===== config.mk =====
export PLATFORM = sky130hd
export DESIGN_NAME = tcdm_ts_responder
export DESIGN_NICKNAME = d
export VERILOG_FILES = /design/src/rtl/tcdm_ts_responder.sv
export SDC_FILE = /design/constraint.sdc
export NUM_CORES = 1
export LEC_CHECK = 0
export CELL_PAD_IN_SITES_DETAIL_PLACEMENT = 1
export CELL_PAD_IN_SITES_GLOBAL_PLACEMENT = 2
export CORE_MARGIN = 3
export CORE_UTILIZATION = 29
export DETAILED_ROUTE_END_ITERATION = 16
export DONT_BUFFER_PORTS = 1
export PLACE_DENSITY = 0.85
export SYNTH_ARGS = -nofsm -noshare
export SYNTH_HDL_FRONTEND = slang
export SYNTH_SLANG_ARGS = --single-unit

===== constraint.sdc =====
create_clock -name clk -period 2.79 [get_ports clk]
set_clock_uncertainty 0.2 [all_clocks]
set_input_delay 0.558 -clock clk [delete_from_list [all_inputs] [get_ports clk]]
set_output_delay 0.558 -clock clk [all_outputs]
set_load 0.05 [all_outputs]

===== src/rtl/tcdm_ts_responder.sv =====
// rtl/tcdm_ts_responder.sv - TCDM responder for one SRAM bank with test-and-set alias and out-of-bank error
module tcdm_ts_responder #(
  parameter int                    DATA_WIDTH     = 32,
  parameter int                    ADDR_WIDTH     = 32,
  parameter int                    BE_WIDTH       = DATA_WIDTH / 8,
  parameter int                    MEM_ADDR_WIDTH = 12,
  parameter int                    BANK_WORDS     = 4096,
  parameter int                    TS_BIT         = 25,
  parameter logic [DATA_WIDTH-1:0] TS_VALUE       = '1,
  parameter logic [31:0]           ERR_DATA       = 32'hBADE5505
) (
  input  logic                      clk,
  input  logic                      rst_n,
  input  logic                      req_i,
  input  logic [ADDR_WIDTH-1:0]     add_i,
  input  logic                      wen_i,
  input  logic [DATA_WIDTH-1:0]     wdata_i,
  input  logic [BE_WIDTH-1:0]       be_i,
  output logic                      gnt_o,
  output logic [DATA_WIDTH-1:0]     r_rdata_o,
  output logic                      r_valid_o,
  output logic                      error_o,
  output logic                      mem_csn_o,
  output logic                      mem_wen_o,
  output logic [MEM_ADDR_WIDTH-1:0] mem_add_o,
  output logic [DATA_WIDTH-1:0]     mem_wdata_o,
  output logic [BE_WIDTH-1:0]       mem_be_o,
  input  logic [DATA_WIDTH-1:0]     mem_rdata_i
);

  // Byte offset inside a word; the bank-local word offset sits between it and
  // the alias bit. Bits above TS_BIT select the bank and are decoded upstream.
  localparam int OFFS = $clog2(BE_WIDTH);
  localparam int WA_W = TS_BIT - OFFS;
  localparam logic [DATA_WIDTH-1:0] ERR_WORD = {(DATA_WIDTH / 32){ERR_DATA}};

  typedef enum logic {
    IDLE  = 1'b0,
    TS_WR = 1'b1
  } state_t;

  state_t state_q, state_d;

  logic [WA_W-1:0]           waddr;
  logic                      in_bank;
  logic                      is_ts;
  logic                      grant;
  logic                      r_valid_q;
  logic                      err_q;
  logic [MEM_ADDR_WIDTH-1:0] ts_add_q;
  logic [BE_WIDTH-1:0]       ts_be_q;
  logic                      unused_add;

  // Word offset with the alias bit dropped, so both views hit the same word.
  assign waddr   = add_i[TS_BIT-1:OFFS];
  assign in_bank = (32'(waddr) < 32'(BANK_WORDS));
  assign is_ts   = add_i[TS_BIT];
  assign grant   = req_i & gnt_o;

  // Bank-select bits and byte offset are not needed here.
  assign unused_add = ^{add_i[ADDR_WIDTH-1:TS_BIT+1], add_i[OFFS-1:0]};

  // State register; reset during TS_WR drops the pending lock write.
  always_ff @(posedge clk or negedge rst_n) begin
    if (!rst_n) begin
      state_q <= IDLE;
    end else begin
      state_q <= state_d;
    end
  end

  // Next state: only an in-bank T&S read leaves IDLE, for exactly one cycle.
  always_comb begin
    state_d = state_q;
    case (state_q)
      IDLE: begin
        if (grant && in_bank && wen_i && is_ts) begin
          state_d = TS_WR;
        end
      end
      TS_WR: begin
        state_d = IDLE;
      end
      default: begin
        state_d = IDLE;
      end
    endcase
  end

  // Grant and SRAM drive; outputs default to the incoming request so they are never X.
  always_comb begin
    gnt_o       = 1'b0;
    mem_csn_o   = 1'b1;
    mem_wen_o   = 1'b1;
    mem_add_o   = waddr[MEM_ADDR_WIDTH-1:0];
    mem_wdata_o = wdata_i;
    mem_be_o    = be_i;
    case (state_q)
      IDLE: begin
        gnt_o = req_i;
        if (req_i && in_bank) begin
          mem_csn_o = 1'b0;
          mem_wen_o = wen_i;
        end
      end
      TS_WR: begin
        mem_csn_o   = 1'b0;
        mem_wen_o   = 1'b0;
        mem_add_o   = ts_add_q;
        mem_be_o    = ts_be_q;
        mem_wdata_o = TS_VALUE;
      end
      default: begin
        gnt_o = 1'b0;
      end
    endcase
  end

  // Response valid and error flag follow every grant by one cycle.
  always_ff @(posedge clk or negedge rst_n) begin
    if (!rst_n) begin
      r_valid_q <= 1'b0;
      err_q     <= 1'b0;
    end else begin
      r_valid_q <= grant;
      err_q     <= grant & ~in_bank;
    end
  end

  // Capture the T&S target so the lock write lands on the word just read.
  always_ff @(posedge clk or negedge rst_n) begin
    if (!rst_n) begin
      ts_add_q <= '0;
      ts_be_q  <= '0;
    end else if (grant && in_bank && wen_i && is_ts) begin
      ts_add_q <= waddr[MEM_ADDR_WIDTH-1:0];
      ts_be_q  <= be_i;
    end
  end

  assign r_valid_o = r_valid_q;
  assign r_rdata_o = err_q ? ERR_WORD : mem_rdata_i;
  assign error_o   = err_q & r_valid_q;

endmodule


# Yosys cells after proc, flatten, opt, wreduce, memory -nomap -nowiden
# Cells that the tools add are included.
dict set report classes {
  mux 11
  bitwise 5
  reduce_logical 4
  n_lt_le_gt_ge 1
}
# op n
set ops {}
lappend ops {{2-to-1 mux 32 bit} 2}
lappend ops {{< comparator 23 x 13 -> 1 bit (second input constant)} 1}
lappend ops {{2-to-1 mux 12 bit} 1}
lappend ops {{one-hot mux 1 bit (2 select lines)} 3}
lappend ops {{logical AND 1 bit} 4}
lappend ops {{2-to-1 mux 1 bit} 4}
lappend ops {{2-to-1 mux 4 bit} 1}
lappend ops {{AND 1 bit} 3}
lappend ops {{NOT 1 bit} 2}
dict set report word_totals {
  regBits 19
  wordCells 26
  out_inout_bits 85
  input_bits 104
}

# Longest topological paths before layout
# Gate-level depths: netlist of run 1.
dict set report logic_depth {
  depth_word 7
  mapped_depth 5
}

# Least setup slack after synthesis of run 1
# OpenSTA, ideal clock, no wires.
dict set report synth_path {
  path_type {in2out}
  startpoint {input add_i[22]}
  endpoint {output mem_wen_o}
  path_slack_ns 0.213
  cell_stages 3
  arrival_ns 1.819
  path_cell_list {or4_1 > nor3_1 > a31oi_1}
}
dict set report synth_via {
  elab_chain_cells 4
}
# item line
set synth_rtl {}
lappend synth_rtl {{from (decl)} 15} ;# input logic [ADDR_WIDTH-1:0] add_i,
lappend synth_rtl {{< comparator 23 x 13 -> 1 bit} 56} ;# assign in_bank = (32'(waddr) < 32'(BANK_WORDS));
lappend synth_rtl {{logical AND 1 bit} 101} ;# if (req_i && in_bank) begin
lappend synth_rtl {{2-to-1 mux 1 bit} 101}
lappend synth_rtl {{one-hot mux 1 bit (2 select lines)} 98} ;# case (state_q)
lappend synth_rtl {{to (decl)} 24} ;# output logic mem_wen_o,
# Every way passes these cells.

# Final worst setup path of run 1
# Same ends and word-level chain as after synthesis.

==> results of run 1 <==
## kinds of logic (layout without fill, tap and decap cells)
kind of cell,Yosys count,in the layout,share of synthesized area (%)
AOI/OAI and AO/OA,2,2,0.789
buffers and inverters,11,27,4.56
DFF,19,19,33.3
and+or+nand+nor,74,74,33.5
muxes,32,32,27.9
## critical path, stage by stage
cell and delay, ns:
or4_1 0.57, nor3_1 0.40, a31oi_1 0.14, buf_4 0.21
## state kept, by name (all words and copies together) (netlist names)
register	cells
ts_be_q	4
state_q	1
r_valid_o	1
ts_add_q	12
err_q	1
## power groups by stage
stage / logic, mW / registers [mW] / clock network (mW)
final: 0.330 / 0.281 / 0.201
after global routing: 0.338 / 0.281 / 0.223
after detailed placement: 0.325 / 0.286 / 0
after floorplan: 0.289 / 0.287 / 0
after CTS: 0.332 / 0.281 / 0.213
after global placement: 0.324 / 0.286 / 0
## per-layer routing
layer	global-route usage (%)	up-vias	part of all wire, %
met5	0	-	0
met4	6.52	0	2.5
met3	6.38	8	12
met2	34.9	116	56
met1	13.9	529	30
li1	-	483	-
## stage by stage
stage | util [%] | cell area, um^2 | cells | hold WS (ns)
floorplan | - | 1430 | 138 | 0.0624
global placement | 35.7 | 1630 | 214 | 0.0629
detailed placement | 35.7 | 1630 | 214 | 0.0630
CTS | 37.0 | 1690 | 219 | 0.218
global route | 37.0 | 1690 | 219 | 0.210
finish | 37.0 | 1690 | 219 | 0.226
## cell usage in the layout (no fill, tap or decap), types with 2 or more instances in the layout
cell | Yosys | routed
mux2_4 | 10 | 10
mux2_1 | 5 | 5
buf_12 | 1 | 2
dfrtp_1 | 19 | 19
clkbuf_8 | 0 | 3
buf_4 | 0 | 19
nor2b_1 | 17 | 17
mux2_2 | 17 | 17
or2_2 | 49 | 49
## worst min path at each step
| stage | from | cells past startpoint | slack, ns | end |
|---|---|---|---|---|
| 2_1_floorplan | rst_n | 0 | 0.06 | err_q$_DFF_PN0_ |
| 3_3_place_gp | rst_n | 0 | 0.06 | ts_add_q[5]$_DFFE_PN0P_ |
| 3_5_place_dp | rst_n | 0 | 0.06 | ts_add_q[9]$_DFFE_PN0P_ |
| 4_1_cts | add_i[5] | 1 | 0.22 | ts_add_q[3]$_DFFE_PN0P_ |
| 5_1_grt | add_i[2] | 1 | 0.21 | ts_add_q[0]$_DFFE_PN0P_ |
| 6_report | add_i[5] | 1 | 0.23 | ts_add_q[3]$_DFFE_PN0P_ |
## area by class of cell
class	instances	share of cell area, %
Clock buffer	3	2.45
Clock inverter	1	0.297
Inverter	1	0.223
Multi-Input combinational cell	108	52.6
Sequential cell	19	28.2
Tap cell	65	4.82
Timing Repair Buffer	22	11.4
## repair_timing
action	in CTS	in global routing
hold buffers	1	0
hold endpoints to repair	19	0
setup buffers	0	0
endpoints found under the setup margin	0	0
==> run metrics, run 1 <==
worst-margin pin slew=0.907 ns; share of layout cells above drive strength 1=66.2%; Psw=0.373 mW; drt wl/cell=23.5 um; starting density of the core=31.3%; worst min-delay path class=in2reg; nature of the critical path endpoint=output port; # H-tree levels=1; setup TNS=0 ns; number of buffers created by CTS=3; Pwr per Cell Area=481 nW/um^2; Synth Flop Type=dfrtp_1; post_cts resized=0; Crit Path Class=in2out; Fillers=525; final worst path period share=94.3%; number of max-cap violations=0; clock share of power=24.8%; Die Width=76.2 um; r2r setup slk=0.78 ns; die area=5800 um^2; CTS tree=yes; most common cell in the netlist=or2_2; Mapped Nets=242; Iter 0 DRT Violations=14; pin count of the biggest net entering global routing=52; clock transition at the registers of the reported paths=0.08 ns; Sw Share=45.9%; Setup WS pre-CTS=0.195 ns; endpoints failing setup=0; min Tclk post-route=2.63 ns; synth top area cells=dfrtp_1 33%, or2_2 21%, mux2_2 13%; Clock Tree Root=clkbuf_8; RR Endpoint=ts_add_q[5]$_DFFE_PN0P_; Final ANT Viol Nets=0; Overflow after GRT=0; synthesis-stage register bit count=19; Syn Area/Cell=10.3 um^2; Post-synth EDFFs=0; Final #Nets=259; Core Area=4560 um^2; Logic pwr share=40.6%; Max transition margin=39.4%; Routed WL=5.15 mm; routability cong.=0.730; sequential area share after synthesis=33.3%; Ys Warns=0; arrival time worst endpoint=1.87 ns; CP max FO=3; first-pass GRT wire length=7.62 mm; Worst Slack Setup Final=0.158 ns; num rows=24; vias in the first global route=1,345; top cell type's share of synthesized area=33.3%; # port buffers=0; via count=1,136; IO Count=189; Clock Latency Late Sink=0.26 ns; async set or reset register ratio after synthesis=100%; Clock Sinks=19; FF-to-FF path depth=4; final hold violation count=0; area leader, netlist=dfrtp_1; Via density=5.19; Pre-Repair DR Iteration Count=2; drt drc=0; Peak VDD IR=0.000226 V; Syn Inst Count=138; Synth cell types=20; n_diodes=0; initial antenna violation count=0; status=finished, final reports clean; P_int=0.439 mW; P_leak=0.822 nW; top cells by count, synth=49 x or2_2, 19 x dfrtp_1, 17 x mux2_2, 17 x nor2b_1, 10 x mux2_4; Flop pwr share=34.6%; Final Power=0.812 mW; area of the multi-input gates=887 um^2; FMAX=380 MHz; end point of the critical path=mem_wen_o; CP required=2.03 ns; Startpoint Class=primary input; RSZ-0062 raised after global routing=no; Mapped Area=1430 um^2; Die Y-Extent=76.2 um; gr usage total=16.8%; register area=475 um^2; FF-to-FF Start=state_q$_DFF_PN0_; Worst Setup SP=add_i[22]; synth-to-layout area growth=18.1%; Clock Tree Buf Depth=2; Pins Over Slew Limit=0
No activity file was read; power rests on OpenSTA's default activity.
==> run 2: changes to the inputs <==
Settings changed: MAX_ROUTING_LAYER from default to met4.
==> run metrics, run 2 (synthesis results as in run 1) <==
status=finished, final reports clean; worst-margin pin slew=0.898 ns (-0.00851 ns); Max transition margin=39.9% (+0.57 points); P_leak=0.822 nW (unchanged); drt drc=0 (unchanged); Pwr per Cell Area=480 nW/um^2 (-0.26%); FMAX=380 MHz (about the same); share of layout cells above drive strength 1=66.2% (unchanged); routability cong.=0.739 (+1.2%); num rows=24 (unchanged); Pins Over Slew Limit=0 (unchanged); arrival time worst endpoint=1.87 ns (about the same); number of buffers created by CTS=3 (unchanged); vias in the first global route=1,345 (unchanged); leading cell types in the layout, fill and taps excluded=49 x or2_2, 19 x dfrtp_1, 19 x buf_4; Final ANT Viol Nets=0 (unchanged); Hold WS=0.227 ns (+0.000716 ns); Routed WL=5.16 mm (+0.16%); # H-tree levels=1 (unchanged); via count=1,133 (-0.26%); IO Count=189 (unchanged); n_diodes=0 (unchanged); final worst path period share=94.3% (about the same); initial antenna violation count=0 (unchanged); Logic pwr share=40.7% (about the same); Die Width=76.2 um (unchanged); Startpoint Class=primary input; pin count of the biggest net entering global routing=52 (unchanged); gr usage total=17.2% (+0.42 points); P_int=0.439 mW (about the same); Die Y-Extent=76.2 um (unchanged); drt wl/cell=23.6 um (+0.16%); min Tclk post-route=2.63 ns (-0.000184 ns); FF-to-FF Start=state_q$_DFF_PN0_; starting density of the core=31.3% (unchanged); final hold violation count=0 (unchanged); Pre-Repair DR Iteration Count=2 (unchanged); Iter 0 DRT Violations=16 (+2); first-pass GRT wire length=7.62 mm (unchanged); Hold Path Origin=add_i[5]; CP required=2.03 ns (about the same); Peak VDD IR=0.000225 V (-0.55%); nature of the critical path endpoint=output port; number of max-cap violations=0 (unchanged); clock transition at the registers of the reported paths=0.08 ns (about the same); final instance area=1690 um^2 (unchanged); Placed Cells incl. Taps=214 (unchanged); Core Area=4560 um^2 (unchanged); Worst Setup SP=add_i[22]; Crit Path Class=in2out; Sw Share=45.8% (-0.13 points); die area=5800 um^2 (unchanged); Clock Sinks=19 (unchanged); Fillers=525 (unchanged); register area=475 um^2 (unchanged); largest registers=ts_add_q: 12 flops, ts_be_q: 4 flops; CTS tree=yes; setup TNS=0 ns (unchanged); DP Area=1630 um^2 (unchanged); Final #Nets=259 (unchanged); Post-Layout Cell Count=219 (unchanged); # port buffers=0 (unchanged); Clock Tree Buf Depth=2 (unchanged); Overflow after GRT=0 (unchanged); max reg flops=12 (unchanged); Psw=0.371 mW (-0.56%); worst min-delay path class=in2reg; Clock Tree Root=clkbuf_8; endpoints failing setup=0 (unchanged); synth-to-layout area growth=18.1% (unchanged); Clock Latency Late Sink=0.26 ns (about the same); RSZ-0062 raised after global routing=no; clock share of power=24.6% (-0.2 points); area of the multi-input gates=887 um^2 (unchanged); commonest non-fill, non-tap cell in the layout=or2_2; Most flops, register=ts_add_q; CP max FO=3 (unchanged); Via density=5.17 (-0.26%); Flop pwr share=34.7% (about the same); Final Power=0.809 mW (-0.26%)
## run 2: cell counts in the layout (fill, tap and decap cells not counted)
Identical to the previous run, type by type.
## run 2: worst paths after layout
path                                                end  slack, ns  cells past startpoint
worst max-delay path                          mem_wen_o       0.16                      4
worst min register to register  ts_add_q[3]$_DFFE_PN0P_       0.30                      1
min in group asynchronous       ts_add_q[9]$_DFFE_PN0P_       0.67                      1
worst max register to register  ts_add_q[5]$_DFFE_PN0P_       0.78                      4
worst min-delay path            ts_add_q[3]$_DFFE_PN0P_       0.23                      1
max in group asynchronous               err_q$_DFF_PN0_       1.18                      1
## run 2: through the flow
stage                     worst slack, ns  util (%)
after CTS                           0.195      37.0
final                               0.158      37.0
after global placement              0.246      35.7
after detailed placement            0.195      35.7
after global routing                0.108      37.0
after floorplan                     0.213         -
## run 2: final cells by class
type / instances / area share [%]
multi-input combinational: 108 / 52.6
sequential: 19 / 28.2
tap: 65 / 4.82
clock inverter: 1 / 0.297
timing repair buffer: 22 / 11.4
inverter: 1 / 0.223
clock buffer: 3 / 2.45
## run 2: worst max-delay path, stage by stage
cell     delay (ns)
or4_1          0.57
nor3_1         0.40
a31oi_1        0.14
buf_4          0.21
## run 2: metal layers
metal,wire [um],share of wire (%),track usage (%)
met5,0,0,-
met3,588,11,6.03
met4,130,2.5,6.52
met1,1520,29,14.1
met2,2920,57,34.8
## run 2: power by group through the flow
stage | registers, mW | logic [mW] | clock network, mW
global route | 0.281 | 0.338 | 0.224
CTS | 0.281 | 0.332 | 0.213
finish | 0.281 | 0.329 | 0.199
detailed placement | 0.286 | 0.325 | 0
floorplan | 0.287 | 0.289 | 0
global placement | 0.286 | 0.324 | 0
## run 2: what timing repair did
action,CTS,global route
buffers inserted,0,0
gates resized for setup,0,0
endpoints found under the hold margin,19,0
hold buffers,1,0
==> run 3: changes to the inputs <==
Settings changed: HOLD_SLACK_MARGIN from default to 0.08, SETUP_SLACK_MARGIN from default to 0.15.
==> run metrics, run 3 (synthesis results as in run 1) <==
max reg flops=12 (unchanged); endpoints failing setup=0 (unchanged); worst-margin pin slew=0.898 ns (+0.000392 ns); Fillers=525 (unchanged); max incr delay on CP=0.59 ns (+0.02 ns); Final Power=0.809 mW (about the same); share of layout cells above drive strength 1=66.9% (+0.65 points); Pins Over Slew Limit=0 (unchanged); Final ANT Viol Nets=0 (unchanged); gr usage total=17.2% (unchanged); RSZ-0062 raised after global routing=no; drt wl/cell=23.6 um (+0.14%); CP required=2.03 ns (about the same); first-pass GRT wire length=7.62 mm (unchanged); status=finished, final reports clean; Startpoint Class=primary input; r2r setup slk=0.78 ns (about the same); clock transition at the registers of the reported paths=0.08 ns (about the same); Die Y-Extent=76.2 um (unchanged); final instance area=1690 um^2 (+0.30%); Peak VDD IR=0.000224 V (-0.29%); commonest non-fill, non-tap cell in the layout=or2_2; routability cong.=0.739 (unchanged); number of buffers created by CTS=3 (unchanged); final hold violation count=0 (unchanged); P_leak=0.822 nW (about the same); worst min-delay path class=in2reg; crit path cell chain=or4_1 -> nor3_2 -> a31oi_1 -> buf_4; Crit Path Class=in2out; IO Count=189 (unchanged); Die Width=76.2 um (unchanged); leading cell types in the layout, fill and taps excluded=49 x or2_2, 19 x dfrtp_1, 19 x buf_4; met1 Track Usage GR=14.1% (unchanged); synth-to-layout area growth=18.5%; nature of the critical path endpoint=output port; CTS tree=yes; # H-tree levels=1 (unchanged); starting density of the core=31.3% (unchanged); Via density=5.18 (about the same); initial antenna violation count=0 (unchanged); vias in the first global route=1,345 (unchanged); min Tclk post-route=2.50 ns (-0.131 ns); die area=5800 um^2 (unchanged); met3 Usage GRT=6.03% (unchanged); Clock Tree Buf Depth=2 (unchanged); Iter 0 DRT Violations=16 (unchanged); CP Buf/Inv Count=1 (unchanged); via count=1,134 (+0.088%); Clock Tree Root=clkbuf_8; Clock Latency Late Sink=0.26 ns (about the same); Overflow after GRT=0 (unchanged); final worst path period share=89.6% (-4.7 points); FMAX=400 MHz (+5.3%); Pre-Repair DR Iteration Count=2 (unchanged); Setup Buffers After CTS=0 (unchanged); # port buffers=0 (unchanged); number of max-cap violations=0 (unchanged); drt drc=0 (unchanged); setup TNS=0 ns (unchanged); Pwr per Cell Area=478 nW/um^2 (-0.30%); n_diodes=0 (unchanged); Routed WL=5.17 mm (+0.14%); num rows=24 (unchanged); GR Layer Usage met2=34.8% (unchanged); CP max stage cell=or4_1; kind of cell adding the most delay to the critical path=simple AND/OR/NAND/NOR gates; largest registers=ts_add_q: 12 flops, ts_be_q: 4 flops; pin count of the biggest net entering global routing=52 (unchanged); CP max FO=3 (unchanged); arrival time worst endpoint=1.74 ns (-0.13 ns); Final #Nets=259 (unchanged); Max transition margin=39.9% (about the same); Most flops, register=ts_add_q; busiest layer in global routing=met2; Core Area=4560 um^2 (unchanged); DP Area=1630 um^2 (unchanged); Clock Sinks=19 (unchanged)
==> run 3: cell types whose count changed in the layout (fill, tap and decap cells not counted) <==
cell    previous run  this run
nor3_1             1         0
nor3_2             0         1
==> run 3: path summary, 6_finish.rpt <==
kind | end | from | cells after the start
worst min register to register | ts_add_q[3]$_DFFE_PN0P_ | ts_add_q[3]$_DFFE_PN0P_ | 1
worst max register to register | ts_add_q[5]$_DFFE_PN0P_ | state_q$_DFF_PN0_ | 4
worst min-delay path | ts_add_q[3]$_DFFE_PN0P_ | add_i[5] | 1
min in group asynchronous | ts_add_q[9]$_DFFE_PN0P_ | rst_n | 1
worst max-delay path | mem_wen_o | add_i[22] | 4
max in group asynchronous | err_q$_DFF_PN0_ | rst_n | 1
==> run 3: stage by stage <==
step	std cells	util [%]	worst slack [ns]	hold slack [ns]
2_1_floorplan	138	-	0.213	0.0624
4_1_cts	219	37.0	0.195	0.218
6_report	219	37.1	0.290	0.227
3_3_place_gp	214	35.7	0.246	0.0629
5_1_grt	219	37.1	0.261	0.210
3_5_place_dp	214	35.7	0.195	0.0630
==> run 3: report_power, final <==
| part | total, mW | leakage, nW | internal [mW] | switching, mW |
|---|---|---|---|---|
| Combinational | 0.330 | 0.536 | 0.0622 | 0.267 |
| Sequential | 0.281 | 0.261 | 0.277 | 0.00359 |
| Clock | 0.199 | 0.0255 | 0.0994 | 0.0997 |
| Total | 0.809 | 0.822 | 0.439 | 0.371 |
==> run 3: worst reg2reg max path, stage by stage, from the launching register on <==
cell     delay, ns
dfrtp_1       0.41
and4b_1       0.27
or4b_1        0.50
buf_12        0.19
mux2_1        0.33
==> run 3: area by class of cell <==
class	instances	area [um^2]	area share, %
Clock buffer	3	41.3	2.44
Clock inverter	1	5.00	0.296
Inverter	1	3.75	0.222
Multi-Input combinational cell	108	892	52.7
Sequential cell	19	475	28.1
Tap cell	65	81.3	4.81
Timing Repair Buffer	22	193	11.4
==> run 3: metal layers <==
metal  up-vias  routed length, um  share of wire (%)
li1        482                  -                  -
met1       528               1530                 30
met2       116               2920                 56
met3         8                588                 11
met4         0                130                2.5
met5         -                  0                  0
==> run 3: repair_timing <==
action	in CTS	in global routing
setup endpoints to repair	0	2
gates resized for setup	0	1
hold buffers	1	0
hold endpoints to repair	19	0
